### src/rtl/kamus_pkg.sv
// Shared types for the Kamus L1D arbiter: FSM states, requester identities and
// the LSU misalignment rule (word needs addr[1:0]==0, halfword needs addr[0]==0).
package kamus_pkg;

  typedef enum logic [1:0] {
    IDLE,
    REQ,
    WAIT_RSP,
    ERR_RSP
  } l1d_arb_state_e;

  typedef enum logic {
    OWNER_IF,
    OWNER_LSU
  } l1d_owner_e;

  function automatic logic isMisaligned(input logic [3:0] be, input logic [1:0] addrLo);
    isMisaligned = ((be == 4'b1111) && (addrLo != 2'b00)) ||
                   (((be == 4'b0011) || (be == 4'b1100)) && addrLo[0]);
  endfunction

endpackage

### src/rtl/kamus_l1d_arb_pick.sv
// Combinational winner select between IF and LSU requests.
// With KAMUS_L1D_ARB_RR_EN defined, ties go to whoever was not the last owner.
module kamus_l1d_arb_pick
  import kamus_pkg::*;
#(
  parameter int unsigned LSU_PRIO = 1
) (
  input  logic       ifReq_i,
  input  logic       lsuReq_i,
  input  l1d_owner_e lastOwner_i,
  output l1d_owner_e winner_o
);

  logic tieToLsu;

`ifdef KAMUS_L1D_ARB_RR_EN
  assign tieToLsu = (lastOwner_i == OWNER_IF);
`else
  logic unusedLastOwner;
  assign unusedLastOwner = (lastOwner_i == OWNER_LSU);
  assign tieToLsu = (LSU_PRIO != 0);
`endif

  always_comb begin
    winner_o = OWNER_IF;
    if (lsuReq_i && (!ifReq_i || tieToLsu)) begin
      winner_o = OWNER_LSU;
    end
  end

endmodule

### src/rtl/kamus_l1d_arbiter.sv
// Shares one L1D port between IF and LSU with a single outstanding transaction.
// Optional round-robin tie-break: define KAMUS_L1D_ARB_RR_EN.
module kamus_l1d_arbiter
  import kamus_pkg::*;
#(
  parameter int unsigned ADDR_W   = 32,
  parameter int unsigned DATA_W   = 32,
  parameter int unsigned LSU_PRIO = 1
) (
  input  logic                clk_i,
  input  logic                rst_i,
  input  logic                if_req_i,
  input  logic [ADDR_W-1:0]   if_addr_i,
  output logic                if_gnt_o,
  output logic                if_rvalid_o,
  output logic [DATA_W-1:0]   if_rdata_o,
  input  logic                lsu_req_i,
  input  logic                lsu_we_i,
  input  logic [DATA_W/8-1:0] lsu_be_i,
  input  logic [ADDR_W-1:0]   lsu_addr_i,
  input  logic [DATA_W-1:0]   lsu_wdata_i,
  output logic                lsu_gnt_o,
  output logic                lsu_rvalid_o,
  output logic [DATA_W-1:0]   lsu_rdata_o,
  output logic                lsu_err_o,
  output logic                mem_req_o,
  output logic                mem_we_o,
  output logic [DATA_W/8-1:0] mem_be_o,
  output logic [ADDR_W-1:0]   mem_addr_o,
  output logic [DATA_W-1:0]   mem_wdata_o,
  input  logic                mem_gnt_i,
  input  logic                mem_rvalid_i,
  input  logic [DATA_W-1:0]   mem_rdata_i
);

  localparam int unsigned BE_W = DATA_W / 8;

  l1d_arb_state_e      state_q, state_d;
  l1d_owner_e          owner_q, owner_d;
  l1d_owner_e          lastOwner, winner;
  logic                we_q, we_d;
  logic [BE_W-1:0]     be_q, be_d;
  logic [ADDR_W-1:0]   addr_q, addr_d;
  logic [DATA_W-1:0]   wdata_q, wdata_d;
  logic                lsuMisaligned;

  assign lsuMisaligned = isMisaligned(lsu_be_i[3:0], lsu_addr_i[1:0]);

  kamus_l1d_arb_pick #(
    .LSU_PRIO(LSU_PRIO)
  ) u_pick (
    .ifReq_i    (if_req_i),
    .lsuReq_i   (lsu_req_i),
    .lastOwner_i(lastOwner),
    .winner_o   (winner)
  );

`ifdef KAMUS_L1D_ARB_RR_EN
  // Remember who completed last, error responses included, to alternate on ties.
  l1d_owner_e lastOwner_q;
  logic       txnDone;

  assign txnDone = ((state_q == WAIT_RSP) && mem_rvalid_i) || (state_q == ERR_RSP);

  always_ff @(posedge clk_i) begin
    if (rst_i) begin
      lastOwner_q <= OWNER_IF;
    end else if (txnDone) begin
      lastOwner_q <= owner_q;
    end
  end

  assign lastOwner = lastOwner_q;
`else
  assign lastOwner = OWNER_IF;
`endif

  always_ff @(posedge clk_i) begin
    if (rst_i) begin
      state_q <= IDLE;
      owner_q <= OWNER_IF;
      we_q    <= 1'b0;
      be_q    <= '0;
      addr_q  <= '0;
      wdata_q <= '0;
    end else begin
      state_q <= state_d;
      owner_q <= owner_d;
      we_q    <= we_d;
      be_q    <= be_d;
      addr_q  <= addr_d;
      wdata_q <= wdata_d;
    end
  end

  always_comb begin
    state_d      = state_q;
    owner_d      = owner_q;
    we_d         = we_q;
    be_d         = be_q;
    addr_d       = addr_q;
    wdata_d      = wdata_q;
    if_gnt_o     = 1'b0;
    if_rvalid_o  = 1'b0;
    if_rdata_o   = '0;
    lsu_gnt_o    = 1'b0;
    lsu_rvalid_o = 1'b0;
    lsu_rdata_o  = '0;
    lsu_err_o    = 1'b0;
    mem_req_o    = 1'b0;
    mem_we_o     = 1'b0;
    mem_be_o     = '0;
    mem_addr_o   = '0;
    mem_wdata_o  = '0;

    unique case (state_q)
      IDLE: begin
        if (if_req_i || lsu_req_i) begin
          owner_d = winner;
          if (winner == OWNER_LSU) begin
            we_d    = lsu_we_i;
            be_d    = lsu_be_i;
            addr_d  = lsu_addr_i;
            wdata_d = lsu_wdata_i;
            state_d = lsuMisaligned ? ERR_RSP : REQ;
          end else begin
            we_d    = 1'b0;
            be_d    = '1;
            addr_d  = if_addr_i;
            wdata_d = '0;
            state_d = REQ;
          end
        end
      end
      REQ: begin
        mem_req_o   = 1'b1;
        mem_we_o    = we_q;
        mem_be_o    = be_q;
        mem_addr_o  = addr_q;
        mem_wdata_o = wdata_q;
        if (mem_gnt_i) begin
          if_gnt_o  = (owner_q == OWNER_IF);
          lsu_gnt_o = (owner_q == OWNER_LSU);
          state_d   = WAIT_RSP;
        end
      end
      WAIT_RSP: begin
        if (mem_rvalid_i) begin
          if (owner_q == OWNER_IF) begin
            if_rvalid_o = 1'b1;
            if_rdata_o  = mem_rdata_i;
          end else begin
            lsu_rvalid_o = 1'b1;
            lsu_rdata_o  = mem_rdata_i;
          end
          state_d = IDLE;
        end
      end
      ERR_RSP: begin
        // Misaligned LSU access is answered locally without touching memory.
        lsu_gnt_o    = 1'b1;
        lsu_rvalid_o = 1'b1;
        lsu_err_o    = 1'b1;
        state_d      = IDLE;
      end
      default: state_d = IDLE;
    endcase
  end

endmodule

### config.mk
export PLATFORM = sky130hd
export DESIGN_NAME = kamus_l1d_arbiter
export DESIGN_NICKNAME = d
export VERILOG_FILES = /design/src/rtl/kamus_pkg.sv /design/src/rtl/kamus_l1d_arb_pick.sv /design/src/rtl/kamus_l1d_arbiter.sv
export SDC_FILE = /design/constraint.sdc
export NUM_CORES = 1
export LEC_CHECK = 0
export CAP_MARGIN = 10
export CORE_MARGIN = 4
export CORE_UTILIZATION = 32
export CTS_BUF_LIST = sky130_fd_sc_hd__clkbuf_8 sky130_fd_sc_hd__clkbuf_16
export CTS_CLUSTER_DIAMETER = 40
export DETAILED_ROUTE_END_ITERATION = 8
export PLACE_DENSITY = 0.77
export SYNTH_ARGS = -nofsm -noshare
export SYNTH_HDL_FRONTEND = slang
export SYNTH_SLANG_ARGS = --single-unit
export TNS_END_PERCENT = 1
### constraint.sdc
create_clock -name clk_i -period 1.48 [get_ports clk_i]
set_input_delay 0.444 -clock clk_i [delete_from_list [all_inputs] [get_ports clk_i]]
set_output_delay 0.444 -clock clk_i [all_outputs]
set_load 0.03 [all_outputs]
Yosys cells after proc, flatten, opt, wreduce, memory -nomap -nowiden
Index checks and enable logic that the tools add are counted.
{ "word_totals": {"ff_bits": 72, "out_inout_bits": 139, "word_cells": 58} }
{ "classes": {"n_eq_ne": 9, "mux": 33, "n_bitwise": 1, "n_reduce_logical": 9} }
{ "op_table": {"columns": ["op", "n"], "rows": [
  ["two-way mux 32 bit", 10],
  ["two-way mux 1 bit", 13],
  ["two-way mux 2 bit", 5],
  ["equality test 4 bit (second input constant)", 2],
  ["two-way mux 4 bit", 2],
  ["one-hot mux 2 bit (4 select lines)", 1],
  ["inequality test 2 bit (second input constant)", 3],
  ["equality test 2 bit (second input constant)", 2],
  ["equality test 4 x 2 -> 1 bit (second input constant)", 1],
  ["one-hot mux 1 bit (2 select lines)", 2],
  ["logical OR 1 bit", 3],
  ["AND reduction 3 bit", 1],
  ["equality test 2 x 1 -> 1 bit (second input constant)", 1],
  ["logical AND 1 bit", 2],
  ["logical NOT 2 bit", 1],
  ["AND reduction 2 bit", 1],
  ["nonzero test 2 bit", 1],
  ["NOT 1 bit", 1]
]} }

Longest topological paths before layout
Gate-level depths: netlist of run 1.
{ "logic_depth": {"ltp_word": 8, "depth_mapped": 6} }

By module
A second synthesis of run 1 with hierarchy kept.
{ "unflattened": {"hier_cells": 499, "area_unflattened_um2": 4015.1} }
{ "by_module_without_submodules": {"columns": ["mod", "n_inst", "cells_per_inst", "area_each_um2", "seq_area_each_um2"], "rows": [
  ["kamus_l1d_arbiter", 1, 498, 4007.6, 1441.4],
  ["kamus_l1d_arb_pick", 1, 1, 7.5, 0.0]
]} }

Worst setup path after synthesis of run 1
Ideal clock, no wire load.
{ "synth_path": {"path_type": "register to output", "from": "register state_q[0]", "to": "output port if_gnt_o", "arrival_time_ns": 1.481, "required_ns": 1.036, "path_slack_ns": -0.445, "stages_incl_launch_ff": 5, "n_path_buf": 2, "path_cell_list": "dfxtp_1 -> buf_4 -> nor2b_1 -> buf_2 -> nor3b_1"} }
{ "synth_via": {"elab_chain_cells": 2} }
{ "synth_rtl": {"columns": ["element", "line", "source"], "rows": [
  ["from (decl)", "kamus_l1d_arbiter.sv:38", "l1d_arb_state_e state_q, state_d;"],
  ["from (signal assigned)", "kamus_l1d_arbiter.sv:87", "state_q <= state_d;"],
  ["equality test 2 x 1 -> 1 bit", "kamus_l1d_arbiter.sv:116", "unique case (state_q)"],
  ["two-way mux 1 bit", "kamus_l1d_arbiter.sv:116", null],
  ["to (decl)", "kamus_l1d_arbiter.sv:14", "output logic if_gnt_o,"]
]} }
No other way between the ends.

Final worst setup path of run 1
{ "layout_path": {"from": "register state_q[1]", "to": "output port lsu_rdata_o[26]"} }
{ "layout_via": {"elab_chain_cells": 2} }
{ "layout_rtl": {"columns": ["element", "line", "source"], "rows": [
  ["equality test 2 bit", "kamus_l1d_arbiter.sv:116", null],
  ["two-way mux 32 bit", "kamus_l1d_arbiter.sv:116", null],
  ["to (decl)", "kamus_l1d_arbiter.sv:24", "output logic [DATA_W-1:0] lsu_rdata_o,"]
]} }
No other way between the ends.

==> metrics.cfg, run 1 <==
[status]
outcome=finished with violations
violations=negative setup slack

[place]
gp_congestion=0.903
portBuffers=277
hpwl_mm=12.2

[drt]
postRouteAntennaNets=0
wirelength_mm=18.3
dr.first_iter.drc_count=195
drtPass1Iterations=5
wl_per_cell_um=19.9
dr_total_vias=4627
post-route-drc-count=0
routed_via_density=5.03

[sta]
post-route-period-util_pct=131
final-setup-viol-count=139
worst_hold_slack_ns=0.498
worst_clock_skew_ns=0.0122
relSlewSlack_pct=77.0
period_needed_ns=1.94
final_max_slew_viol_count=0
rsz0062_at_grt=yes
finalHoldViolations=0
fmax_ghz=0.515
tightest_slew_ns=0.346
fin_ws_ns=-0.461

[worst_setup_path]
crit_chain=nor2b_4 > buf_12 > clkbuf_16 > and3_4 > buf_6
cp_max_fo=12
arrival_ns=1.50
end_kind=output port
cp.required_ns=1.04
startpoint_type=flop
cp_slowest_cell=dfxtp_4
slowest_delay_ns=0.37
critPathKind=reg -> out

[synth]
synth_area_um2=3980
yosysSeqAreaShare_pct=36.2
async_reset_ff_share_pct=0
synth_nets=595
yosys_warnings=0
synth_compound_gate_area_share_pct=18.3
synthFlopType=dfxtp_1
synth_fa_ha_area_share_pct=0
synth_cells=456
synth-seq-cells=72
synth_top_family_by_area=simple AND/OR/NAND/NOR gates
avgSynthCellArea_um2=8.73
synthSimpleGateAreaFrac_pct=30.6
synth_mux_area_share_pct=8.05
synthXorXnorAreaFrac_pct=0.220
ys_types=30
synth-edff-count=0

[layout]
final_common_cell=clkdlybuf4s50_1
area_growth_pct=117
nFillCells=849
post-route-util_pct=71.2
final_cell_mix=134 x clkdlybuf4s50_1, 128 x buf_6, 72 x nor2_1, 71 x and2_4, 69 x dfxtp_1
drive_gt1_share_pct=51.0
finalNetCount=883

[floorplan]
core_um2=12100
rows=40
die_w_um=120
die_y_um=120
die_area_um2=14300
start_util_pct=32.9
io_pins=278

[pwr]
power.share.clock_pct=32.7
switchingPower_mw=2.42
p_int_mw=5.57
p_per_area_nw_per_um2=926
ir_drop_uv=649
pwr-share-comb_pct=38.2
power_leakage_nw=3.66
sequentialPowerShare_pct=29.1
switching_share_pct=30.3

[cts]
cts_buffers=9
numClockSinks=72
insertion_delay_ns=0.33
cts_root_buf=clkbuf_16
cts_tree=yes
cts_buffer_depth=2
postCtsHoldBufs=0
cts.htree.levels=3
clk_pin_slew_ns=0.06

[global_routing]
grt_pass1_vias=4692
grt-ovfl-total=0
grt_max_degree=41
grt_pass1_wl_mm=26.2
grt.total_usage_pct=23.1
antenna_found_initial=3

[job]
maxCapViolCount=0

[min_path]
hp-class=reg -> reg

[stage by stage]
stage                     std cells  setup TNS [ns]  instance area (um2)  worst slack (ns)  power [mW]
after floorplan                 456           -6.51                 4580           -0.0570        3.93
after global placement          884          -64.43                 7390            -0.619        4.86
after detailed placement        884          -69.88                 7390            -0.648        4.93
after CTS                       910          -59.42                 8430            -0.490        7.86
after global routing            920          -64.92                 8620            -0.511        8.30
final                           920          -58.05                 8620            -0.461        7.98
[layout make-up]
| type | instances | area (um2) | area share, % |
|---|---|---|---|
| repair buffers | 325 | 3770 | 43.7 |
| clock buffers | 12 | 267 | 3.09 |
| diodes | 3 | 7.51 | 0.0871 |
| multi-input cells | 335 | 2810 | 32.6 |
| flip-flops and latches | 72 | 1450 | 16.8 |
| well taps | 168 | 210 | 2.44 |
| inverters | 1 | 3.75 | 0.0435 |
| clock inverters | 4 | 98.8 | 1.15 |
[cells by family (layout without fill, tap and decap cells)]
group / count (synthesis) / count (layout)
mux: 32 / 32
flops: 72 / 72
compound gates: 80 / 80
other cells: 0 / 3
buf+inv: 49 / 342
simple gates: 222 / 222
xor+xnor: 1 / 1
[path summary, 6_finish.rpt]
kind | start | to | slack, ns | cells after the start
worst max register to register | state_q[1] | addr_q[18] | 0.08 | 6
worst min register to register | addr_q[2] | addr_q[2] | 0.50 | 2
worst min-delay path | addr_q[2] | addr_q[2] | 0.50 | 2
worst max-delay path | state_q[1] | lsu_rdata_o[26] | -0.46 | 5
[registers in the layout (all words and copies together), names as in the netlist]
name / flops
wdata_q: 32
be_q: 4
addr_q: 32
state_q: 2
owner_q: 1
we_q: 1
[critical path, delay by kind of cell, from the launching register on]
kind,cells,cell delay [ns]
AND/OR/NAND/NOR,2,0.35
buffers and inverters,3,0.45
flip-flops,1,0.37
[cell usage after synthesis, types with 5 or more instances]
cell      instances  area share (%)
buf_2            11             1.4
and2_1           72              11
a211oi_2         28             8.8
buf_4             6             1.1
nor2_1           72             6.8
clkbuf_1         21             2.0
a22oi_1          34             6.4
and3_1           64              10
mux2i_1          32             8.1
dfxtp_1          72              36
clkbuf_2          5            0.63
o22ai_1           5            0.79
[power groups by stage]
stage               clock network [mW]  logic (mW)  registers [mW]
global route                      2.74        3.21            2.35
global placement                     0        2.52            2.34
CTS                               2.65        2.89            2.32
finish                            2.61        3.05            2.32
detailed placement                   0        2.58            2.35
floorplan                            0        1.62            2.31
[metal layers]
| layer | wire length, um | vias up | track usage, % |
|---|---|---|---|
| met1 | 6710 | 2208 | 24.5 |
| met4 | 569 | 0 | 9.09 |
| met5 | 0 | - | 0 |
| met2 | 9750 | 213 | 43.2 |
| met3 | 1300 | 28 | 6.36 |
| li1 | - | 2178 | - |
[timing repair]
action | CTS | global route
pin swaps | 31 | 9
setup buffers | 5 | 3
endpoints found under the setup margin | 139 | 140
gates resized for setup | 141 | 14
cloned | 5 | 4
Note: power is estimated with default switching activity, not from simulation.
==> inputs of run 2 (changes only) <==
Settings changed: CORE_ASPECT_RATIO set to 0.9.
==> run 2 against run 1 <==
Compared with the run above: the run still ends with negative setup slack left; non-clock buffer count is 3 lower; worst setup slack worse by 0.0016 ns; global-route usage is 2.9 points lower; register-to-register slack worse by 0.13 ns; largest power group unchanged; highest routed layer unchanged.
==> metrics.cfg, run 2 (synthesis results as in run 1) <==
[status]
outcome=finished with violations  ; unchanged
violations=negative setup slack  ; unchanged

[layout]
area_growth_pct=114  ; was 117%
drive_gt1_share_pct=51.9  ; was 51.0%
finalNetCount=880  ; was 883
final_common_cell=buf_6  ; was clkdlybuf4s50_1
final_cell_mix=139 x buf_6, 134 x clkdlybuf4s50_1, 71 x and2_4, 70 x nor2_1, 69 x dfxtp_1  ; was 134 x clkdlybuf4s50_1, 128 x buf_6, 72 x nor2_1, 71 x and2_4, 69 x dfxtp_1
top_regs=addr_q (32), wdata_q (32), be_q (4)  ; unchanged

[drt]
drtPass1Iterations=7  ; was 5
routed_via_density=4.99  ; was 5.03
dr.first_iter.drc_count=195  ; unchanged
dr_total_vias=4530  ; was 4627
wl_per_cell_um=18.9  ; was 19.9 um
postRouteAntennaNets=0  ; unchanged
wirelength_mm=17.2  ; was 18.3 mm
post-route-drc-count=0  ; unchanged

[cts]
cts_tree=yes  ; unchanged
numClockSinks=72  ; unchanged
postCtsHoldBufs=0  ; unchanged
cts_buffers=9  ; unchanged
insertion_delay_ns=0.32  ; was 0.33 ns
clk_pin_slew_ns=0.06  ; about the same
cts.htree.levels=3  ; unchanged
cts_buffer_depth=2  ; unchanged
cts_root_buf=clkbuf_16  ; unchanged

[place]
portBuffers=277  ; unchanged
gp_congestion=0.821  ; was 0.903
hpwl_mm=11.4  ; was 12.2 mm

[floorplan]
die_area_um2=14300  ; about the same
core_um2=12100  ; about the same
die_y_um=114  ; was 120 um
io_pins=278  ; unchanged
die_w_um=126  ; was 120 um
rows=38  ; was 40
start_util_pct=32.8  ; was 32.9%

[job]
maxCapViolCount=0  ; unchanged

[worst_setup_path]
crit_chain=buf_6 > nor2b_4 > buf_12 > buf_8 > and3_4 > buf_6  ; was nor2b_4 > buf_12 > clkbuf_16 > and3_4 > buf_6
startpoint_type=flop  ; unchanged
critPathKind=reg -> out  ; unchanged
end_kind=output port  ; unchanged
cp_slowest_cell=dfxtp_2  ; was dfxtp_4
critPathBufInv=4  ; was 3
crit_top_cell=buf_6
slowest_delay_ns=0.33  ; was 0.37 ns
cp.required_ns=1.04  ; about the same
critPathTopFamily=buffers and inverters  ; unchanged
cp_max_fo=12  ; unchanged
arrival_ns=1.50  ; about the same

[sta]
post-route-period-util_pct=131  ; about the same
worst_hold_slack_ns=0.502  ; was 0.498 ns
tns_ns=-55.33  ; was -58.05 ns
relSlewSlack_pct=81.8  ; was 77.0%
fmax_ghz=0.515  ; about the same
tightest_slew_ns=0.265  ; was 0.346 ns
final_max_slew_viol_count=0  ; unchanged
worst_clock_skew_ns=0.0140  ; was 0.0122 ns
rsz0062_at_grt=yes  ; unchanged
period_needed_ns=1.94  ; about the same
final-setup-viol-count=157  ; was 139
fin_ws_ns=-0.462  ; was -0.461 ns
finalHoldViolations=0  ; unchanged

[pwr]
p_per_area_nw_per_um2=887  ; was 926 nW/um2
power_leakage_nw=3.61  ; was 3.66 nW
ir_drop_uv=633  ; was 649 uV

[min_path]
hp-class=reg -> reg  ; unchanged

[global_routing]
antenna_found_initial=1  ; was 3
grt_pass1_wl_mm=23.6  ; was 26.2 mm
grt.total_usage_pct=20.3  ; was 23.1%
grt-ovfl-total=0  ; unchanged
grt_pass1_vias=4422  ; was 4692
grt_max_degree=54  ; was 41

run 2: path summary, 6_finish.rpt:
path	from	end	depth (start not counted)	slack, ns
setup / recovery	state_q[0]	if_rdata_o[28]	6	-0.46
hold / removal	addr_q[2]	addr_q[2]	2	0.50
setup reg to reg	state_q[0]	addr_q[6]	8	-0.05
hold reg to reg	addr_q[2]	addr_q[2]	2	0.50
run 2: stage by stage:
| stage | instances | power (mW) | util [%] | setup slack, ns | cell area, um2 |
|---|---|---|---|---|---|
| after floorplan | 456 | 3.93 | - | -0.0570 | 4580 |
| after global placement | 872 | 4.79 | 59.9 | -0.614 | 7260 |
| after detailed placement | 872 | 4.85 | 59.9 | -0.648 | 7260 |
| final | 907 | 7.54 | 70.1 | -0.462 | 8500 |
| after global routing | 907 | 7.87 | 70.1 | -0.503 | 8500 |
| after CTS | 892 | 7.24 | 65.9 | -0.460 | 7990 |
run 2: layout make-up:
cell class,count,area (um2)
multi-input cells,335,2840
clock inverters,6,75.1
fillers,900,3630
well taps,160,200
diodes,1,2.50
flip-flops and latches,72,1450
inverters,1,3.75
clock buffers,10,239
repair buffers,322,3690
run 2: worst min-delay path, delay by kind of cell (launching register included):
kind / cells / cell delay, ns
simple gates: 1 / 0.10
flops: 1 / 0.31
compound gates: 1 / 0.05
run 2: metal layers:
metal  up-vias  part of all wire, %  global-route usage, %
li1       2165                    -                      -
met2       182                   52                   36.8
met3        32                  6.0                   4.35
met1      2151                   38                   23.3
met5         -                    0                      0
met4         0                  3.1                   7.88
run 2: timing repair:
| item | CTS | global route |
|---|---|---|
| cloned | 2 | 9 |
| buffers inserted | 2 | 5 |
| setup endpoints to repair | 139 | 171 |
| gates resized for setup | 97 | 72 |
| pin swaps | 47 | 32 |
run 2: where the power goes:
| part | internal (mW) | leakage [nW] | switching, mW |
|---|---|---|---|
| clock | 1.37 | 0.151 | 0.860 |
| sequential | 2.18 | 0.596 | 0.138 |
| combinational | 1.55 | 2.86 | 1.44 |
==> inputs of run 3 (changes only) <==
Settings changed: SETUP_SLACK_MARGIN set to 0.2.
==> run 3 against run 2 <==
Compared with the run above: the flow still finishes with violations (negative setup slack); non-clock buffer count stayed put; fmax hardly changed; worst hold slack hardly changed; clock power hardly changed; wire length is 1.7% higher; sequential power hardly changed; critical endpoint unchanged.
==> metrics.cfg, run 3 (synthesis results as in run 1) <==
[status]
outcome=finished with violations  ; unchanged
violations=negative setup slack  ; unchanged

[sta]
final-setup-viol-count=157  ; unchanged
relSlewSlack_pct=82.6  ; was 81.8%
rsz0062_at_grt=yes  ; unchanged
final_max_slew_viol_count=0  ; unchanged
period_needed_ns=1.94  ; about the same
fin_ws_ns=-0.464  ; was -0.462 ns
tightest_slew_ns=0.254  ; was 0.265 ns
worst_hold_slack_ns=0.502  ; about the same
finalHoldViolations=0  ; unchanged
fmax_ghz=0.514  ; was 0.515 GHz
worst_clock_skew_ns=0.0126  ; was 0.0140 ns
post-route-period-util_pct=131  ; about the same

[global_routing]
grt_use_met3_pct=4.40  ; was 4.35%
grt_max_degree=54  ; unchanged
grtUsageMet1_pct=23.8  ; was 23.3%
use_met2_pct=37.8  ; was 36.8%
antenna_found_initial=1  ; unchanged
grt_pass1_wl_mm=24.1  ; was 23.6 mm
grt-ovfl-total=0  ; unchanged
top_usage_layer=met2  ; unchanged
grt_pass1_vias=4533  ; was 4422
grt.total_usage_pct=20.7  ; was 20.3%

[pwr]
power.share.clock_pct=29.3  ; was 29.6%
switchingPower_mw=2.52  ; was 2.43 mW
pwr-share-comb_pct=40.3  ; was 39.6%
power_leakage_nw=3.63  ; was 3.61 nW
ir_drop_uv=644  ; was 633 uV
switching_share_pct=32.8  ; was 32.3%
p_int_mw=5.16  ; was 5.10 mW
p_per_area_nw_per_um2=887  ; about the same
sequentialPowerShare_pct=30.4  ; was 30.8%

[floorplan]
die_y_um=114  ; unchanged
core_um2=12100  ; unchanged
start_util_pct=32.8  ; unchanged
die_area_um2=14300  ; unchanged
io_pins=278  ; unchanged
die_w_um=126  ; unchanged
rows=38  ; unchanged

[worst_setup_path]
cp_max_fo=12  ; unchanged
reg2reg_to=addr_q[23]  ; was addr_q[6]
cp.required_ns=1.04  ; about the same
r2r_cells=8  ; unchanged
end_kind=output port  ; unchanged
r2r_slack_ns=-0.05  ; about the same
startpoint_type=flop  ; unchanged
r2r_start=state_q[0]  ; unchanged
critPathKind=reg -> out  ; unchanged
arrival_ns=1.50  ; about the same

[drt]
postRouteAntennaNets=0  ; unchanged
routed_via_density=5.03  ; was 4.99
dr_total_vias=4560  ; was 4530
wirelength_mm=17.5  ; was 17.2 mm
drtPass1Iterations=4  ; was 7
post-route-drc-count=0  ; unchanged
dr.first_iter.drc_count=156  ; was 195
wl_per_cell_um=19.2  ; was 18.9 um

[min_path]
hp-start=addr_q[6]  ; was addr_q[2]
hp-class=reg -> reg  ; unchanged
min_to=addr_q[6]  ; was addr_q[2]
hold_path_depth=2  ; unchanged

[layout]
top_regs=addr_q (32), wdata_q (32), be_q (4)  ; unchanged
drive_gt1_share_pct=56.0  ; was 51.9%
nFillCells=886  ; was 900
area_growth_pct=118  ; was 114%
finalNetCount=880  ; unchanged
final_cell_mix=140 x buf_6, 132 x clkdlybuf4s50_1, 71 x and2_4, 70 x nor2_1, 69 x dfxtp_1  ; was 139 x buf_6, 134 x clkdlybuf4s50_1, 71 x and2_4, 70 x nor2_1, 69 x dfxtp_1
final_area_um2=8660  ; was 8500 um2
final_common_cell=buf_6  ; unchanged

[cts]
cts.htree.levels=3  ; unchanged
cts_buffer_depth=2  ; unchanged
clk_pin_slew_ns=0.06  ; about the same
cts_tree=yes  ; unchanged
cts_root_buf=clkbuf_16  ; unchanged
cts_buffers=9  ; unchanged
insertion_delay_ns=0.32  ; about the same
numClockSinks=72  ; unchanged

[place]
hpwl_mm=11.4  ; unchanged
portBuffers=277  ; unchanged
gp_congestion=0.821  ; unchanged
place_area_um2=7260  ; unchanged

[job]
maxCapViolCount=0  ; unchanged

## run 3: worst max-delay path, stage by stage (launching register included)
cell,delay [ns]
dfxtp_2,0.33
buf_6,0.11
nor2b_4,0.11
buf_12,0.16
buf_8,0.16
and3_4,0.19
buf_6,0.12
## run 3: routing by layer
layer	wire length, um	up-vias	part of all wire (%)
met5	0	-	0
met3	999	26	5.7
met4	490	0	2.8
met1	6670	2175	38
met2	9290	190	53
li1	-	2169	-
## run 3: final cells by class
cell class                      instances  area [um2]  share of cell area [%]
Antenna cell                            1        2.50                  0.0289
Clock buffer                           10         239                    2.76
Clock inverter                          6        75.1                   0.867
Inverter                                1        3.75                  0.0434
Multi-Input combinational cell        335        3000                    34.6
Sequential cell                        72        1450                    16.8
Tap cell                              160         200                    2.31
Timing Repair Buffer                  322        3690                    42.6
## run 3: per-stage QoR
stage / std cells / setup WS, ns / total power, mW / utilization, % / TNS (ns)
2_1_floorplan: 456 / -0.0570 / 3.93 / - / -6.51
4_1_cts: 892 / -0.460 / 7.37 / 67.3 / -57.72
3_3_place_gp: 872 / -0.614 / 4.79 / 59.9 / -56.26
5_1_grt: 907 / -0.502 / 8.00 / 71.4 / -63.77
6_report: 907 / -0.464 / 7.68 / 71.4 / -55.72
3_5_place_dp: 872 / -0.648 / 4.85 / 59.9 / -58.82
## run 3: repair_timing
| item | in CTS | in global routing |
|---|---|---|
| pin swaps | 51 | 33 |
| endpoints found under the hold margin | 0 | 0 |
| hold buffers | 0 | 0 |
| resized for setup | 135 | 69 |
| setup buffers | 2 | 5 |
| gates cloned | 2 | 9 |
| endpoints found under the setup margin | 210 | 211 |
## run 3: worst max path at each step
stage / start / to / depth (start not counted)
after floorplan: state_q[0] / mem_addr_o[10] / 5
after global placement: mem_rvalid_i / if_rdata_o[26] / 5
after detailed placement: mem_rvalid_i / if_rdata_o[17] / 5
after CTS: state_q[0] / if_rdata_o[17] / 5
after global routing: state_q[0] / lsu_rdata_o[31] / 6
final: state_q[0] / if_rdata_o[28] / 6
## run 3: power groups by stage
| stage | registers (mW) | logic (mW) | clock network [mW] |
|---|---|---|---|
| 2_1_floorplan | 2.31 | 1.62 | 0 |
| 4_1_cts | 2.32 | 2.76 | 2.29 |
| 3_3_place_gp | 2.34 | 2.45 | 0 |
| 3_5_place_dp | 2.35 | 2.50 | 0 |
| 5_1_grt | 2.36 | 3.27 | 2.37 |
| 6_report | 2.33 | 3.10 | 2.25 |
